**src/rtl/anim_palette_pkg.sv**
```systemverilog
// anim_palette_pkg: shared types and constants for the animated colour palette.
//   anim_state_e : colour-cycling animation FSM states
//   rgb_t        : packed 8-bit-per-channel colour {r, g, b}
//   DEFAULT_PAL  : reset contents of palette 0 (16 entries, 24-bit {R,G,B})
//   LATENCY      : request-to-output latency in cycles
//                  (3 when PALETTE_FADE_EN is defined, otherwise 2)
package anim_palette_pkg;

    typedef enum logic [1:0] {
        ANIM_IDLE  = 2'd0,
        ANIM_COUNT = 2'd1,
        ANIM_STEP  = 2'd2
    } anim_state_e;

    typedef struct packed {
        logic [7:0] r;
        logic [7:0] g;
        logic [7:0] b;
    } rgb_t;

    localparam rgb_t DEFAULT_PAL [16] = '{
        24'h000000, 24'hFFFFFF, 24'hFF0000, 24'h00FF00,
        24'h0000FF, 24'hFFFF00, 24'h00FFFF, 24'hFF00FF,
        24'h808080, 24'hC0C0C0, 24'h800000, 24'h008000,
        24'h000080, 24'h808000, 24'h008080, 24'hF0F0F0
    };

`ifdef PALETTE_FADE_EN
    localparam int LATENCY = 3;
`else
    localparam int LATENCY = 2;
`endif

endpackage

```
**src/rtl/palette_ram.sv**
```systemverilog
// palette_ram: NUM_PAL palettes of 2**IDX_W entries, one write port and one
// registered read port. A read and a write to the same entry on the same edge
// returns the old contents. Reset loads palette 0 from DEFAULT_PAL and clears
// all other palettes.
//   clk_i, rst_ni         : clock, asynchronous active-low reset
//   wr_en_i/addr_i/data_i : write port, address = {palette, index}
//   rd_en_i/addr_i        : read request, address = {palette, index}
//   rd_data_o             : registered read data, holds when rd_en_i is low
module palette_ram
    import anim_palette_pkg::*;
#(
    parameter int IDX_W   = 4,
    parameter int NUM_PAL = 4,
    parameter int PAL_W   = 2,
    parameter int DATA_W  = 24
) (
    input  logic                     clk_i,
    input  logic                     rst_ni,
    input  logic                     wr_en_i,
    input  logic [PAL_W+IDX_W-1:0]   wr_addr_i,
    input  logic [DATA_W-1:0]        wr_data_i,
    input  logic                     rd_en_i,
    input  logic [PAL_W+IDX_W-1:0]   rd_addr_i,
    output logic [DATA_W-1:0]        rd_data_o
);

    localparam int IDX_DEPTH = 2 ** IDX_W;
    localparam int DEPTH     = NUM_PAL * IDX_DEPTH;

    logic [DATA_W-1:0] mem_q [DEPTH];
    logic [DATA_W-1:0] rd_data_q;

    always_ff @(posedge clk_i or negedge rst_ni) begin
        if (!rst_ni) begin
            for (int a = 0; a < DEPTH; a++) begin
                mem_q[a] <= ((a < 16) && (a < IDX_DEPTH)) ? DATA_W'(DEFAULT_PAL[a[3:0]]) : '0;
            end
            rd_data_q <= '0;
        end else begin
            // Both are non-blocking, so a same-edge read sees the old word.
            if (rd_en_i) begin
                rd_data_q <= mem_q[rd_addr_i];
            end
            if (wr_en_i) begin
                mem_q[wr_addr_i] <= wr_data_i;
            end
        end
    end

    assign rd_data_o = rd_data_q;

endmodule

```
**src/rtl/anim_color_palette.sv**
```systemverilog
// anim_color_palette: palette lookup with colour-cycling animation.
// Stage 1 remaps the pixel index through the animated cycling range and reads
// the palette RAM; stage 2 registers the colour (index 0 forced to black and
// flagged transparent). Optional macro PALETTE_FADE_EN adds a third stage that
// right-shifts each channel by fade_lvl_i.
// Ports:
//   clk_i, rst_ni               : clock, asynchronous active-low reset
//   px_valid_i/index_i/pal_sel_i: pixel lookup request
//   frame_tick_i, anim_en_i     : vertical-blank pulse, animation enable
//   anim_period_i               : frame ticks per cycling step minus one
//   cyc_lo_i, cyc_hi_i          : inclusive cycling index range
//   wr_en_i/pal_i/idx_i/rgb_i   : palette write port ({R,G,B})
//   fade_lvl_i                  : brightness shift (PALETTE_FADE_EN only)
//   red_o/green_o/blue_o        : looked-up colour
//   rgb_valid_o, transparent_o  : output valid, index-0 flag
module anim_color_palette
    import anim_palette_pkg::*;
#(
    parameter  int IDX_W   = 4,
    parameter  int NUM_PAL = 4,
    parameter  int COLOR_W = 8,
    localparam int PAL_W   = (NUM_PAL > 1) ? $clog2(NUM_PAL) : 1
) (
    input  logic                 clk_i,
    input  logic                 rst_ni,
    input  logic                 px_valid_i,
    input  logic [IDX_W-1:0]     px_index_i,
    input  logic [PAL_W-1:0]     pal_sel_i,
    input  logic                 frame_tick_i,
    input  logic                 anim_en_i,
    input  logic [3:0]           anim_period_i,
    input  logic [IDX_W-1:0]     cyc_lo_i,
    input  logic [IDX_W-1:0]     cyc_hi_i,
    input  logic                 wr_en_i,
    input  logic [PAL_W-1:0]     wr_pal_i,
    input  logic [IDX_W-1:0]     wr_idx_i,
    input  logic [3*COLOR_W-1:0] wr_rgb_i,
    input  logic [2:0]           fade_lvl_i,
    output logic [COLOR_W-1:0]   red_o,
    output logic [COLOR_W-1:0]   green_o,
    output logic [COLOR_W-1:0]   blue_o,
    output logic                 rgb_valid_o,
    output logic                 transparent_o
);

    localparam int LEN_W = IDX_W + 1;
    localparam int RGB_W = 3 * COLOR_W;

    anim_state_e          state_q, state_d;
    logic [3:0]           tick_cnt_q, tick_cnt_d;
    logic [IDX_W-1:0]     offset_q, offset_d;

    logic                 range_en, in_rng;
    logic [LEN_W-1:0]     rng_len, rel_sum, rel_mod;
    logic [IDX_W-1:0]     eff_idx;
    logic [PAL_W-1:0]     rd_pal;
    logic                 wr_ok;
    logic [RGB_W-1:0]     ram_rd;

    logic                 vld1_q, transp1_q;
    logic                 vld2_q, transp2_q;
    logic [RGB_W-1:0]     rgb2_q;

    // Index remap; rng_len is only meaningful when range_en is set.
    assign range_en = (cyc_lo_i <= cyc_hi_i);
    assign rng_len  = {1'b0, cyc_hi_i} - {1'b0, cyc_lo_i} + LEN_W'(1);
    assign in_rng   = range_en && (px_index_i != '0) &&
                      (px_index_i >= cyc_lo_i) && (px_index_i <= cyc_hi_i);
    assign rel_sum  = {1'b0, px_index_i - cyc_lo_i} + {1'b0, offset_q};
    assign rel_mod  = (rng_len != '0) ? (rel_sum % rng_len) : '0;
    assign eff_idx  = in_rng ? (cyc_lo_i + rel_mod[IDX_W-1:0]) : px_index_i;

    assign rd_pal = (32'(pal_sel_i) < NUM_PAL) ? pal_sel_i : '0;
    assign wr_ok  = wr_en_i && (32'(wr_pal_i) < NUM_PAL);

    // Animation FSM: state register
    always_ff @(posedge clk_i or negedge rst_ni) begin
        if (!rst_ni) begin
            state_q    <= ANIM_IDLE;
            tick_cnt_q <= '0;
            offset_q   <= '0;
        end else begin
            state_q    <= state_d;
            tick_cnt_q <= tick_cnt_d;
            offset_q   <= offset_d;
        end
    end

    // Animation FSM: next state
    always_comb begin
        state_d = state_q;
        if (!anim_en_i) begin
            state_d = ANIM_IDLE;
        end else begin
            case (state_q)
                ANIM_IDLE:  state_d = ANIM_COUNT;
                ANIM_COUNT: if (frame_tick_i && (tick_cnt_q == anim_period_i)) state_d = ANIM_STEP;
                ANIM_STEP:  state_d = ANIM_COUNT;
                default:    state_d = ANIM_IDLE;
            endcase
        end
    end

    // Animation FSM: counter and offset updates. The offset only moves in
    // STEP, which always directly follows a frame tick.
    always_comb begin
        tick_cnt_d = tick_cnt_q;
        offset_d   = offset_q;
        if (!anim_en_i) begin
            tick_cnt_d = '0;
            offset_d   = '0;
        end else begin
            case (state_q)
                ANIM_IDLE: tick_cnt_d = '0;
                ANIM_COUNT: begin
                    if (frame_tick_i) begin
                        tick_cnt_d = (tick_cnt_q == anim_period_i) ? 4'd0 : tick_cnt_q + 4'd1;
                    end
                end
                ANIM_STEP: begin
                    offset_d = (({1'b0, offset_q} + LEN_W'(1)) >= rng_len) ? '0 : offset_q + IDX_W'(1);
                end
                default: ;
            endcase
        end
        if (!range_en) begin
            offset_d = '0;
        end
    end

    palette_ram #(
        .IDX_W   (IDX_W),
        .NUM_PAL (NUM_PAL),
        .PAL_W   (PAL_W),
        .DATA_W  (RGB_W)
    ) u_ram (
        .clk_i     (clk_i),
        .rst_ni    (rst_ni),
        .wr_en_i   (wr_ok),
        .wr_addr_i ({wr_pal_i, wr_idx_i}),
        .wr_data_i (wr_rgb_i),
        .rd_en_i   (px_valid_i),
        .rd_addr_i ({rd_pal, eff_idx}),
        .rd_data_o (ram_rd)
    );

    // Stage 1 -> stage 2 boundary: request control alongside the RAM read
    always_ff @(posedge clk_i or negedge rst_ni) begin
        if (!rst_ni) begin
            vld1_q    <= 1'b0;
            transp1_q <= 1'b0;
        end else begin
            vld1_q    <= px_valid_i;
            transp1_q <= (px_index_i == '0);
        end
    end

    // Stage 2: colour register, holds its value on bubbles
    always_ff @(posedge clk_i or negedge rst_ni) begin
        if (!rst_ni) begin
            vld2_q    <= 1'b0;
            transp2_q <= 1'b0;
            rgb2_q    <= '0;
        end else begin
            vld2_q <= vld1_q;
            if (vld1_q) begin
                transp2_q <= transp1_q;
                rgb2_q    <= transp1_q ? '0 : ram_rd;
            end
        end
    end

`ifdef PALETTE_FADE_EN
    logic             vld3_q, transp3_q;
    logic [RGB_W-1:0] rgb3_q;

    // Stage 3: per-channel brightness fade; black stays black
    always_ff @(posedge clk_i or negedge rst_ni) begin
        if (!rst_ni) begin
            vld3_q    <= 1'b0;
            transp3_q <= 1'b0;
            rgb3_q    <= '0;
        end else begin
            vld3_q <= vld2_q;
            if (vld2_q) begin
                transp3_q <= transp2_q;
                rgb3_q    <= {rgb2_q[3*COLOR_W-1:2*COLOR_W] >> fade_lvl_i,
                              rgb2_q[2*COLOR_W-1:COLOR_W]   >> fade_lvl_i,
                              rgb2_q[COLOR_W-1:0]           >> fade_lvl_i};
            end
        end
    end

    assign rgb_valid_o   = vld3_q;
    assign transparent_o = transp3_q;
    assign red_o         = rgb3_q[3*COLOR_W-1:2*COLOR_W];
    assign green_o       = rgb3_q[2*COLOR_W-1:COLOR_W];
    assign blue_o        = rgb3_q[COLOR_W-1:0];
`else
    logic unused_fade;
    assign unused_fade = ^fade_lvl_i;

    assign rgb_valid_o   = vld2_q;
    assign transparent_o = transp2_q;
    assign red_o         = rgb2_q[3*COLOR_W-1:2*COLOR_W];
    assign green_o       = rgb2_q[2*COLOR_W-1:COLOR_W];
    assign blue_o        = rgb2_q[COLOR_W-1:0];
`endif

endmodule
```
**config.mk**
```make
export PLATFORM = sky130hd
export DESIGN_NAME = anim_color_palette
export DESIGN_NICKNAME = d
export VERILOG_FILES = /design/src/rtl/anim_palette_pkg.sv /design/src/rtl/palette_ram.sv /design/src/rtl/anim_color_palette.sv
export SDC_FILE = /design/constraint.sdc
export NUM_CORES = 2
export LEC_CHECK = 0
export ABC_AREA = 1
export CAP_MARGIN = 0
export CORE_MARGIN = 3
export CORE_UTILIZATION = 23
export CTS_BUF_LIST = sky130_fd_sc_hd__clkbuf_8
export CTS_CLUSTER_SIZE = 25
export DETAILED_ROUTE_END_ITERATION = 10
export DONT_BUFFER_PORTS = 1
export GPL_ROUTABILITY_DRIVEN = 0
export HOLD_SLACK_MARGIN = 0.03
export PLACE_DENSITY_LB_ADDON = 0.15
export SLEW_MARGIN = 20
export SYNTH_ARGS = -nofsm -noshare
export SYNTH_HDL_FRONTEND = slang
export SYNTH_SLANG_ARGS = --single-unit
```
**constraint.sdc**
```tcl
create_clock -name clk_i -period 14 [get_ports clk_i]
set_input_delay 2.8 -clock clk_i [delete_from_list [all_inputs] [get_ports clk_i]]
set_output_delay 2.8 -clock clk_i [all_outputs]
set_load 0.02 [all_outputs]
```
==> flow_metrics.tcl <==
set metrics [dict create \
    outcome "complete, no violations" \
    yosys_register_bits 1598 \
    slowest_stage "inv_8" \
    leakage_nw 38.92 \
    root_buffer "clkbuf_8" \
    die_y_um 577.0 \
    cts_buffer_depth 4 \
    portBuffers 0 \
    ys_async_sr_fraction_pct 100.0 \
    area_growth_syn_to_layout_pct 13.52 \
    fin_crit_sh_pct 87.35 \
    crit-reg2reg-launch "offset_q[0]" \
    rr_endpoint "u_ram.rd_data_o[15]" \
    post-place-ws_ns 0.8366 \
    numCtsBuffers 305 \
    synth_edf_count 0 \
    num_io_pins 83 \
    syn-num-nets 9314 \
    row_count 209 \
    place_inst 12890 \
    n_fill_cell 35420 \
    yosysWarnings 0 \
    max-vdd-ir-drop_uv 88.12 \
    crit_start "px_index_i[0]" \
    clk_latency_ns 0.98 \
    critPathMostFrequentCell "nand2_1" \
    cp_max_fo 45 \
    start_util_pct 23.12 \
    cts_setup_buffers 0 \
    yosysSeqAreaShare_pct 53.54 \
    maxSlewHeadroom_pct 26.24 \
    ant_nets 0 \
    tightest_slew_ns 1.102 \
    reg2reg_slack_ns 3.84 \
    syn-instance-count 9202 \
    critPathKind "in2reg" \
    clock_skew_ns 0.07244 \
    dieArea_um2 332900 \
    grt_usage_pct 16.25 \
    core-area_um2 324300 \
    postCtsResizedCells 0 \
    cts_tree "done" \
    clkSinkCount 1598 \
    cp.required_ns 14.89 \
    fin_cells 13430 \
    nNetsFinal 8986 \
    dieWidth_um 577.0 \
    vias_per_cell 4.655 \
    timing.fmax_ghz 0.08177 \
    hold_class "reg2reg" \
    critPathCapture "u_ram.rd_data_o[15]" \
    hold-worst-slack_ns 0.4175 \
    setup_tns_ns 0 \
    final_layout_size_suffix_gt1_share_pct 9.051 \
    start_kind "input pin" \
    powerDensity_nw_per_um2 163.9 \
    wire_per_inst_um 20.44 \
    grt_max_degree 219 \
    finalSetupViolations 0 \
    rsz0062_at_grt "false" \
    finalHoldViolCount 0 \
    dr.pass1.iters 8 \
    grt_pass1_wl_mm 412.3 \
    rr_worst_depth 58 \
    cts.clk_slew.worst_paths_ns 0.06 \
    cp.arrival_ns 13.12 \
    antenna_found_initial 11 \
    num_vias 62530 \
    fin_ws_ns 1.771 \
    grt_pass1_vias 61340 \
    drc 0 \
    postCtsHoldBufs 0 \
    syn_avg_cell_area_um2 8.148 \
    syn_area_um2 74980 \
    max_cap_viol_count 0 \
    ys.flop_type "dfrtp_1" \
    grt_overflow 0 \
    cts_htree_levels 5 \
    drt_iter0_markers 5832 \
    max_stage_delay_ns 0.50 \
    crit_path_end_kind "flop" \
    slew_violations 0 \
    ys_types 48 \
    drt_wl_total_mm 274.6 \
    period_minus_slack_ns 12.23 \
    dp_hpwl_mm 150.4 \
]
[cell type report]
type | instances | area, um2 | area share, %
Inverter | 458 | 1742 | 2.046
Clock inverter | 157 | 739.5 | 0.8688
Antenna cell | 14 | 35.03 | 0.04116
Multi-Input combinational cell | 6332 | 29860 | 35.09
Timing Repair Buffer | 179 | 2102 | 2.470
Sequential cell | 1598 | 40140 | 47.16
Clock buffer | 369 | 5079 | 5.967
Tap cell | 4325 | 5411 | 6.358
[worst max-delay path, delay by kind of cell]
family,cells,cell delay (ns)
AOI/OAI and AO/OA,12,2.54
adders and majority gates,10,3.21
and+or+nand+nor,25,2.37
buffers and inverters,12,1.91
xor gates and xnor gates,1,0.19
[flip-flops by register name, summed over array words and instances, names as in the netlist]
signal and count:
u_ram.rd_data_o 24, state_q 2, tick_cnt_q 4, transparent_o 1
vld1_q 1, rgb_valid_o 1, rgb2_q 24, offset_q 4
u_ram.mem_q 1536, transp1_q 1
[worst min-delay path by stage]
stage,start,to,slack (ns),cells past startpoint
final,vld1_q,rgb_valid_o,0.42,0
after global routing,vld1_q,rgb_valid_o,0.43,0
after CTS,vld1_q,rgb_valid_o,0.42,0
after detailed placement,vld1_q,rgb_valid_o,0.41,0
after global placement,vld1_q,rgb_valid_o,0.40,0
after floorplan,vld1_q,rgb_valid_o,0.39,0
[kinds of logic (layout without fill, tap and decap cells)]
family          after synthesis  after routing  share of synthesized area (%)
simple gates               3902           3902                          21.26
flops                      1598           1598                          53.54
xor+xnor                     22             22                         0.2670
other cells                   0             14                              0
buf+inv                    1272           1163                          6.875
compound gates             2352           2352                          17.07
mux                           1              1                        0.01502
fa+ha+maj                    55             55                         0.9679
[synthesized netlist by cell type (5+ instances only)]
cell / n / share of area [%]
buf_6: 8 / 0.12
xor2_1: 16 / 0.19
o21ai_0: 1635 / 11
a21oi_1: 112 / 0.75
inv_1: 416 / 2.1
nand4_1: 6 / 0.050
o21ai_1: 202 / 1.3
nor2_1: 126 / 0.63
nor3_1: 12 / 0.080
a22o_1: 24 / 0.28
nand3_1: 719 / 4.8
buf_2: 220 / 1.5
buf_4: 11 / 0.11
xnor2_1: 5 / 0.058
or2_0: 10 / 0.083
buf_1: 18 / 0.090
or2_2: 47 / 0.39
clkbuf_1: 554 / 2.8
clkinv_1: 36 / 0.18
fa_1: 5 / 0.13
dfrtp_1: 1474 / 49
ha_1: 50 / 0.83
nand2_1: 2905 / 15
inv_2: 6 / 0.030
o22ai_1: 26 / 0.22
dfstp_2: 124 / 4.3
or2_1: 66 / 0.55
o211ai_1: 338 / 3.4
[power by group]
group / switching [mW] / internal [mW]
clock: 2.10 / 2.41
combinational: 2.61 / 1.17
sequential: 0.379 / 5.28
total: 5.10 / 8.85
[routing by layer]
layer,up-vias,GRT usage [%],wire length (um),part of all wire [%]
li1,29650,-,-,-
met1,30880,22.53,129200,47
met2,1598,25.80,123500,45
met3,400,2.452,13020,4.7
met4,0,5.397,8923,3.2
met5,-,0,0,0
[placed cells by master, fill, tap and decap left out, types with 11 or more instances in the layout]
cell	count
nand2_1	2878
o21ai_0	1635
dfrtp_1	1474
nand3_1	719
inv_1	546
clkbuf_8	369
o211ai_1	338
o21ai_1	202
buf_4	128
nor2_1	124
dfstp_2	124
a21oi_1	112
or2_1	66
ha_1	50
or2_2	47
buf_12	35
inv_2	28
o22ai_1	26
a22o_1	24
nand2_2	20
xor2_1	16
buf_16	16
diode_2	14
clkinv_1	13
nand2_4	11
[through the flow]
step	instance area (um2)	total power [mW]	utilization, %
3_5_place_dp	79100	9.556	24.39
2_1_floorplan	74980	8.025	-
6_report	85110	13.95	26.25
3_3_place_gp	79010	9.524	24.37
5_1_grt	85090	14.90	26.24
4_1_cts	84920	14.19	26.19
Note: power is estimated with default switching activity, not from simulation.
